File: src/rtl/adder_resp_capture.sv
`default_nettype none
// ============================================================================
//  Module      : adder_resp_capture
//  Description : Output-side DFT companion for the ripple adder. Registers
//                sum/cout onto the pins in functional mode and captures
//                {cout,sum} into a serial scan chain in test mode.
//  Revision    : 1.0  initial release
// ============================================================================
module adder_resp_capture #(
   parameter int N = 16
) (
   input  logic         clk,
   input  logic         rst_n,
   input  logic         sel,
   input  logic [N-1:0] sum,
   input  logic         cout,
   input  logic         capture,
   input  logic         shift_en,
   input  logic         scan_in,
   output logic [N-1:0] pin_sum,
   output logic         pin_cout,
   output logic         scan_out,
   output logic         busy,
   output logic         done
);

   localparam int              CNT_W    = $clog2(N + 2);
   localparam logic [CNT_W-1:0] LAST_CNT = CNT_W'(N + 1);
   localparam logic [CNT_W-1:0] CNT_ONE  = CNT_W'(1);

   typedef enum logic [1:0] {
      IDLE  = 2'd0,
      SHIFT = 2'd1,
      DONE  = 2'd2
   } state_t;

   state_t           state;
   state_t           state_nxt;
   logic [N:0]       chain;
   logic [N:0]       chain_nxt;
   logic [CNT_W-1:0] count;
   logic [CNT_W-1:0] count_nxt;
   logic [CNT_W-1:0] count_inc;

   // ------------------------------------------------------------------------
   // Functional pin registers: follow the adder only while sel is low.
   // ------------------------------------------------------------------------
   always_ff @(posedge clk or negedge rst_n) begin
      if (!rst_n) begin
         pin_sum  <= '0;
         pin_cout <= 1'b0;
      end else if (!sel) begin
         pin_sum  <= sum;
         pin_cout <= cout;
      end
   end

   // ------------------------------------------------------------------------
   // Capture/shift state, chain and shift counter
   // ------------------------------------------------------------------------
   always_ff @(posedge clk or negedge rst_n) begin
      if (!rst_n) begin
         state <= IDLE;
         chain <= '0;
         count <= '0;
      end else begin
         state <= state_nxt;
         chain <= chain_nxt;
         count <= count_nxt;
      end
   end

   assign count_inc = count + CNT_ONE;

   always_comb begin
      state_nxt = state;
      chain_nxt = chain;
      count_nxt = count;
      busy      = 1'b0;
      done      = 1'b0;
      unique case (state)
         IDLE: begin
            // Capture takes priority over any shift_en seen in the same cycle.
            if (sel && capture) begin
               chain_nxt = {cout, sum};
               count_nxt = '0;
               state_nxt = SHIFT;
            end
         end
         SHIFT: begin
            busy = 1'b1;
            if (!sel) begin
               // Abort keeps the partially shifted chain for inspection.
               count_nxt = '0;
               state_nxt = IDLE;
            end else if (shift_en) begin
               chain_nxt = {scan_in, chain[N:1]};
               count_nxt = count_inc;
               if (count_inc == LAST_CNT) begin
                  state_nxt = DONE;
               end
            end
         end
         DONE: begin
            done      = 1'b1;
            state_nxt = IDLE;
            if (!sel) begin
               count_nxt = '0;
            end
         end
         default: begin
            state_nxt = IDLE;
         end
      endcase
   end

   assign scan_out = chain[0];

endmodule
`default_nettype wire

File: config.mk
export PLATFORM = sky130hd
export DESIGN_NAME = adder_resp_capture
export DESIGN_NICKNAME = d
export VERILOG_FILES = /design/src/rtl/adder_resp_capture.sv
export SDC_FILE = /design/constraint.sdc
export NUM_CORES = 1
export LEC_CHECK = 0
export ABC_AREA = 1
export ABC_CLOCK_PERIOD_IN_PS = 1310
export BUFFER_PORTS_ARGS = -buffer_cell sky130_fd_sc_hd__buf_2
export CAP_MARGIN = 40
export CELL_PAD_IN_SITES_DETAIL_PLACEMENT = 1
export CELL_PAD_IN_SITES_GLOBAL_PLACEMENT = 2
export CORE_MARGIN = 1.5
export CORE_UTILIZATION = 28
export DETAILED_ROUTE_END_ITERATION = 6
export PLACE_DENSITY_LB_ADDON = 0.2
export SLEW_MARGIN = 5
export SYNTH_ARGS = -nofsm -noshare
export SYNTH_HDL_FRONTEND = slang
export SYNTH_SLANG_ARGS = --single-unit
File: constraint.sdc
create_clock -name clk -period 1.31 [get_ports clk]
set_input_delay 0.0655 -clock clk [delete_from_list [all_inputs] [get_ports clk]]
set_output_delay 0.0655 -clock clk [all_outputs]
set_load 0.01 [all_outputs]
Yosys cells after proc, flatten, opt, wreduce, memory -nomap -nowiden
Cells that the tools add are included.
W data, S select, Z words.
{ "totals": {"out_inout_bits": 20, "reg_bits": 41, "word_cells": 38, "input_bits": 23} }
{ "op_classes": {"reduce_logical": 7, "mux": 16, "add_sub_neg": 1, "eq_ne": 9} }
{ "op_table": {"columns": ["op", "n"], "rows": [
  ["$mux W17", 3],
  ["$pmux W17 S2", 1],
  ["$mux W5", 4],
  ["$pmux W5 S3", 1],
  ["$mux W2", 4],
  ["$ne A2 B2 Y1 const B", 4],
  ["$reduce_and A4 Y1", 2],
  ["$ne A3 B3 Y1 const B", 2],
  ["$add A5 B1 Y5 const B", 1],
  ["$eq A5 B5 Y1 const B", 1],
  ["$pmux W2 S2", 1],
  ["$reduce_and A3 Y1", 1],
  ["$reduce_bool A3 Y1", 1],
  ["$eq A2 B1 Y1 const B", 1],
  ["$eq A2 B2 Y1 const B", 1],
  ["$logic_not A2 Y1", 1],
  ["$mux W1", 2],
  ["$reduce_bool A2 Y1", 1],
  ["$logic_and A1 B1 Y1", 1]
]} }

Depth between registers and ports, before layout
{ "depth": {"word_depth": 6, "depth_mapped": 10, "depth_no_buf": 10} }

Worst setup path before layout
OpenSTA, ideal clock, no wires.
{ "synth_timing": {"path_kind": "register to register", "from": "reg state[0]", "to": "reg chain[0]", "synth_period_minus_slack_ns": 1.215, "path_buffers": 1, "required_time_ns": 1.178, "stages_incl_launch_ff": 8, "path_slack_ns": 0.095, "setup_time_ns": 0.132, "t_arrival_ns": 1.083, "cell_sequence": "dfrtp_1 > nor2_1 > nand3_1 > o21ai_1 > o21ai_2 > buf_4 > nand2_1 > o21ai_0"} }
{ "synth_via": {"elab_chain_cells": 3, "elab_cells_between_ends": 8, "classes_between": "eq/ne (4); mux (1); reduce/logical (3)"} }
{ "synth_lines": {"columns": ["item", "line", "text"], "rows": [
  ["start, declared", "37", "state_t state;"],
  ["start signal, assigned", "67", "state <= state_nxt;"],
  ["$eq A2 B1 Y1 or $logic_not A2 Y1 (tied branches)", "81", "unique case (state)"],
  ["$ne A2 B2 Y1 (no source line) or $reduce_bool A2 Y1 (tied branches)", null, null],
  ["$reduce_and A4 Y1 (no source line)", null, null],
  ["end signal, assigned", "68", "chain <= chain_nxt;"],
  ["end, declared", "39", "logic [N:0] chain;"]
]} }
Several ways; a longest one is shown, not always the timed one.
A chain may end at the register's enable or synchronous reset.

Worst setup path in the final report
{ "layout_timing": {"from": "reg state[1]", "to": "reg state[1]"} }
{ "layout_via": {"elab_chain_cells": 3, "elab_cells_between_ends": 7, "classes_between": "eq/ne (4); mux (1); reduce/logical (2)"} }
{ "layout_lines": {"columns": ["item", "line"], "rows": [
  ["$eq A2 B1 Y1 or $logic_not A2 Y1 (tied branches)", "81"],
  ["$ne A3 B3 Y1 (no source line) or $ne A2 B2 Y1 (tied branches)", null],
  ["$reduce_and A3 Y1 (no source line)", null]
]} }
Several ways; a longest one is shown, not always the timed one.

==> metrics <==
clock root cell clkbuf_8; DRT iter0 DRCs 56; Final GP Congestion 0.743; Post-synth EDFFs 0; slew margin rel. 84.6%; slowest CP cell dfrtp_1; Max Slew Vio Count 0; DRC viols 0; CP endpoint kind register; Seq cells post-synth 41; worst path arrival time 1.52 ns; largest area contributor in the netlist dfrtp_1; Seq/Total Area, Yosys 52.7%; simple-gate share of the synthesized area 21.1%; ranking of synthesized cells by area dfrtp_1 (53%), nand2_1 (14%), o21ai_0 (6.2%), inv_1 (4.2%), mux2i_1 (4.1%); clk slew on worst S/H paths 0.08 ns; total CTS buffers 5; mux share of post-synthesis cell area 4.11%; Synth Net Count 246; DP Wirelength 3.27 mm; critical path type reg2reg; fin nets 322; failing checks negative setup slack; Least-Margin Pin Slew 0.231 ns; synthesis-to-finish area growth 38.6%; clk sink count 41; FP Rows 30; Routed WL 4.72 mm; status complete, but fails checks; antenna viol nets, final 0; Critical Path RT 1.51 ns; Non-Filler Instances 378; Routed wire per std cell 12.5 µm; CP max stage delay 0.41 ns; P_sw 1800 µW; Max Fclk 0.753 GHz; peak supply drop 0.489 mV; Synth Area in Compound Gates 12.0%; sw frac 34.9%; first-pass GRT wire length 8.15 mm; initial antenna violation count 0; hold crit path type in2reg; Die H 86.4 µm; starting density of the core 28.8%; core region area 6760 µm²; Worst Skew 0.0146 ns; Setup Viol. Count Final 5; Post-synth top cells nand2_1 (74), dfrtp_1 (41), o21ai_0 (24); largest net degree at the start of global routing 42; vias 1653; diode count 0; CTS tree done; RSZ-0062 raised after global routing yes; Max-Cap Viols 0; FFs w/ async S/R, synth 100%; most common cell in the netlist nand2_1; placed cell count 349; largest family of logic cells by synthesized area simple AND/OR/NAND/NOR gates; worst-path maximum fanout 7; Period Utilization, post-route 101%; vias per std cell 4.37; pwr/cell area 1910 nW/µm²; num ports 43; startpoint types register; Sequential Power Share 35.2%; internal power 3350 µW; clk_lat worst skew 0.31 ns; Unique masters post-synth 21; vias in the first global route 1682; Die X 86.4 µm; cells after synthesis 221; # port buffers 42; share of the synthesized area in the top cell type 52.7%; fin worst setup slack -0.0180 ns; xor/xnor share of the synthesized area 0%; Overall Global Routing Usage 14.2%; Syn Std Cell Area 1950 µm²; final-report hold violation count 0; adder-cell share of the synthesized area 1.29%; grt total ovfl 0; Top FF cell, synth dfrtp_1; FILL cells 812; Avg Cell Area, Syn 8.81 µm²; hold slack 0.0220 ns; Leakage 0.00141 µW; Clk pwr share 20.5%; Tmin final 1.33 ns; Die Area 7460 µm²; Pre-antenna DRT Iters 4; yosys warns 0; H-tree depth 2; crit path cell chain inv_2 -> nand2_4 -> buf_12 -> buf_12 -> nor2_8 -> nand3_2 -> nand2_2 -> inv_2 -> nand2_2 -> nor2_1; Comb pwr share 44.3%; share of cells above drive strength 1 33.9%; CTS Buffer Depth 2
[layer usage]
layer | global-route usage (%) | vias up | share of wire [%]
li1 | - | 847 | -
met1 | 18.1 | 771 | 47
met2 | 23.2 | 29 | 48
met3 | 3.33 | 6 | 3.8
met4 | 5.72 | 0 | 1.7
met5 | 0 | - | 0
[state kept, by name, indices dropped and copies added, names as in the netlist]
name	flops
pin_sum	16
count	5
pin_cout	1
chain	17
state	2
[layout by cell type, fill, tap and decap left out, types with 4 or more instances in the layout]
master          n
nand2_1        70
dfrtp_1        41
dlygate4sd3_1   9
nand2_2         6
mux2i_1         7
buf_2          41
nand3_1         6
buf_4          22
o21ai_2         5
o21ai_1        18
o21ai_0        20
buf_12          5
inv_1          19
nor2_1          4
clkbuf_8        5
[stage by stage]
stage | utilization (%) | setup WS [ns] | total power (µW) | setup TNS (ns) | area [µm²]
floorplan | - | 0.0950 | 3000 | 0 | 1950
global placement | 34.8 | 0.00770 | 3660 | 0 | 2350
detailed placement | 34.8 | 0.00856 | 3700 | 0 | 2350
CTS | 39.0 | -0.0214 | 5050 | -0.0770 | 2640
global route | 39.9 | -0.142 | 5580 | -2.52 | 2700
finish | 39.9 | -0.0180 | 5150 | -0.0442 | 2700
[cells by family after synthesis]
logic type	after synthesis
AOI/OAI and AO/OA	43
adders and majority gates	2
buffers and inverters	33
DFF	41
muxes	8
and+or+nand+nor	94
[worst paths after layout]
kind	startpoint	endpoint	slack [ns]	cells after the start
setup / recovery	state[1]	state[1]	-0.02	10
hold / removal	sum[7]	pin_sum[7]	0.02	3
setup reg to reg	state[1]	state[1]	-0.02	10
hold reg to reg	pin_sum[0]	pin_sum[0]	0.48	2
max in group asynchronous	rst_n	state[1]	0.84	3
min in group asynchronous	rst_n	pin_sum[14]	0.26	3
[power groups by stage]
stage / Sequential (µW) / Combinational (µW) / Clock (µW)
final: 1810 / 2280 / 1060
after global routing: 1870 / 2560 / 1150
after global placement: 1820 / 1840 / 0
after detailed placement: 1820 / 1880 / 0
after floorplan: 1810 / 1190 / 0
after CTS: 1810 / 2140 / 1090
[final cells by class]
| cell class | instances | area, µm² | area share (%) |
|---|---|---|---|
| inverters | 24 | 109 | 4.03 |
| repair buffers | 78 | 572 | 21.2 |
| multi-input cells | 147 | 777 | 28.8 |
| flip-flops and latches | 41 | 1030 | 38.0 |
| well taps | 80 | 100 | 3.71 |
| clock buffers | 5 | 68.8 | 2.55 |
| clock inverters | 3 | 46.3 | 1.72 |
[repair_timing]
item | CTS | global route
hold buffers | 9 | 0
resized for setup | 8 | 10
endpoints found under the hold margin | 49 | 0
cloned | 0 | 0
setup endpoints to repair | 3 | 25
pin swaps | 3 | 3
setup buffers | 6 | 6
[critical path: cells and delay by family (launching register included)]
family,cells,cell delay (ns)
flip-flops,1,0.41
AND/OR/NAND/NOR,6,0.44
buffers and inverters,4,0.38
Power figures use the tool's default switching activity.
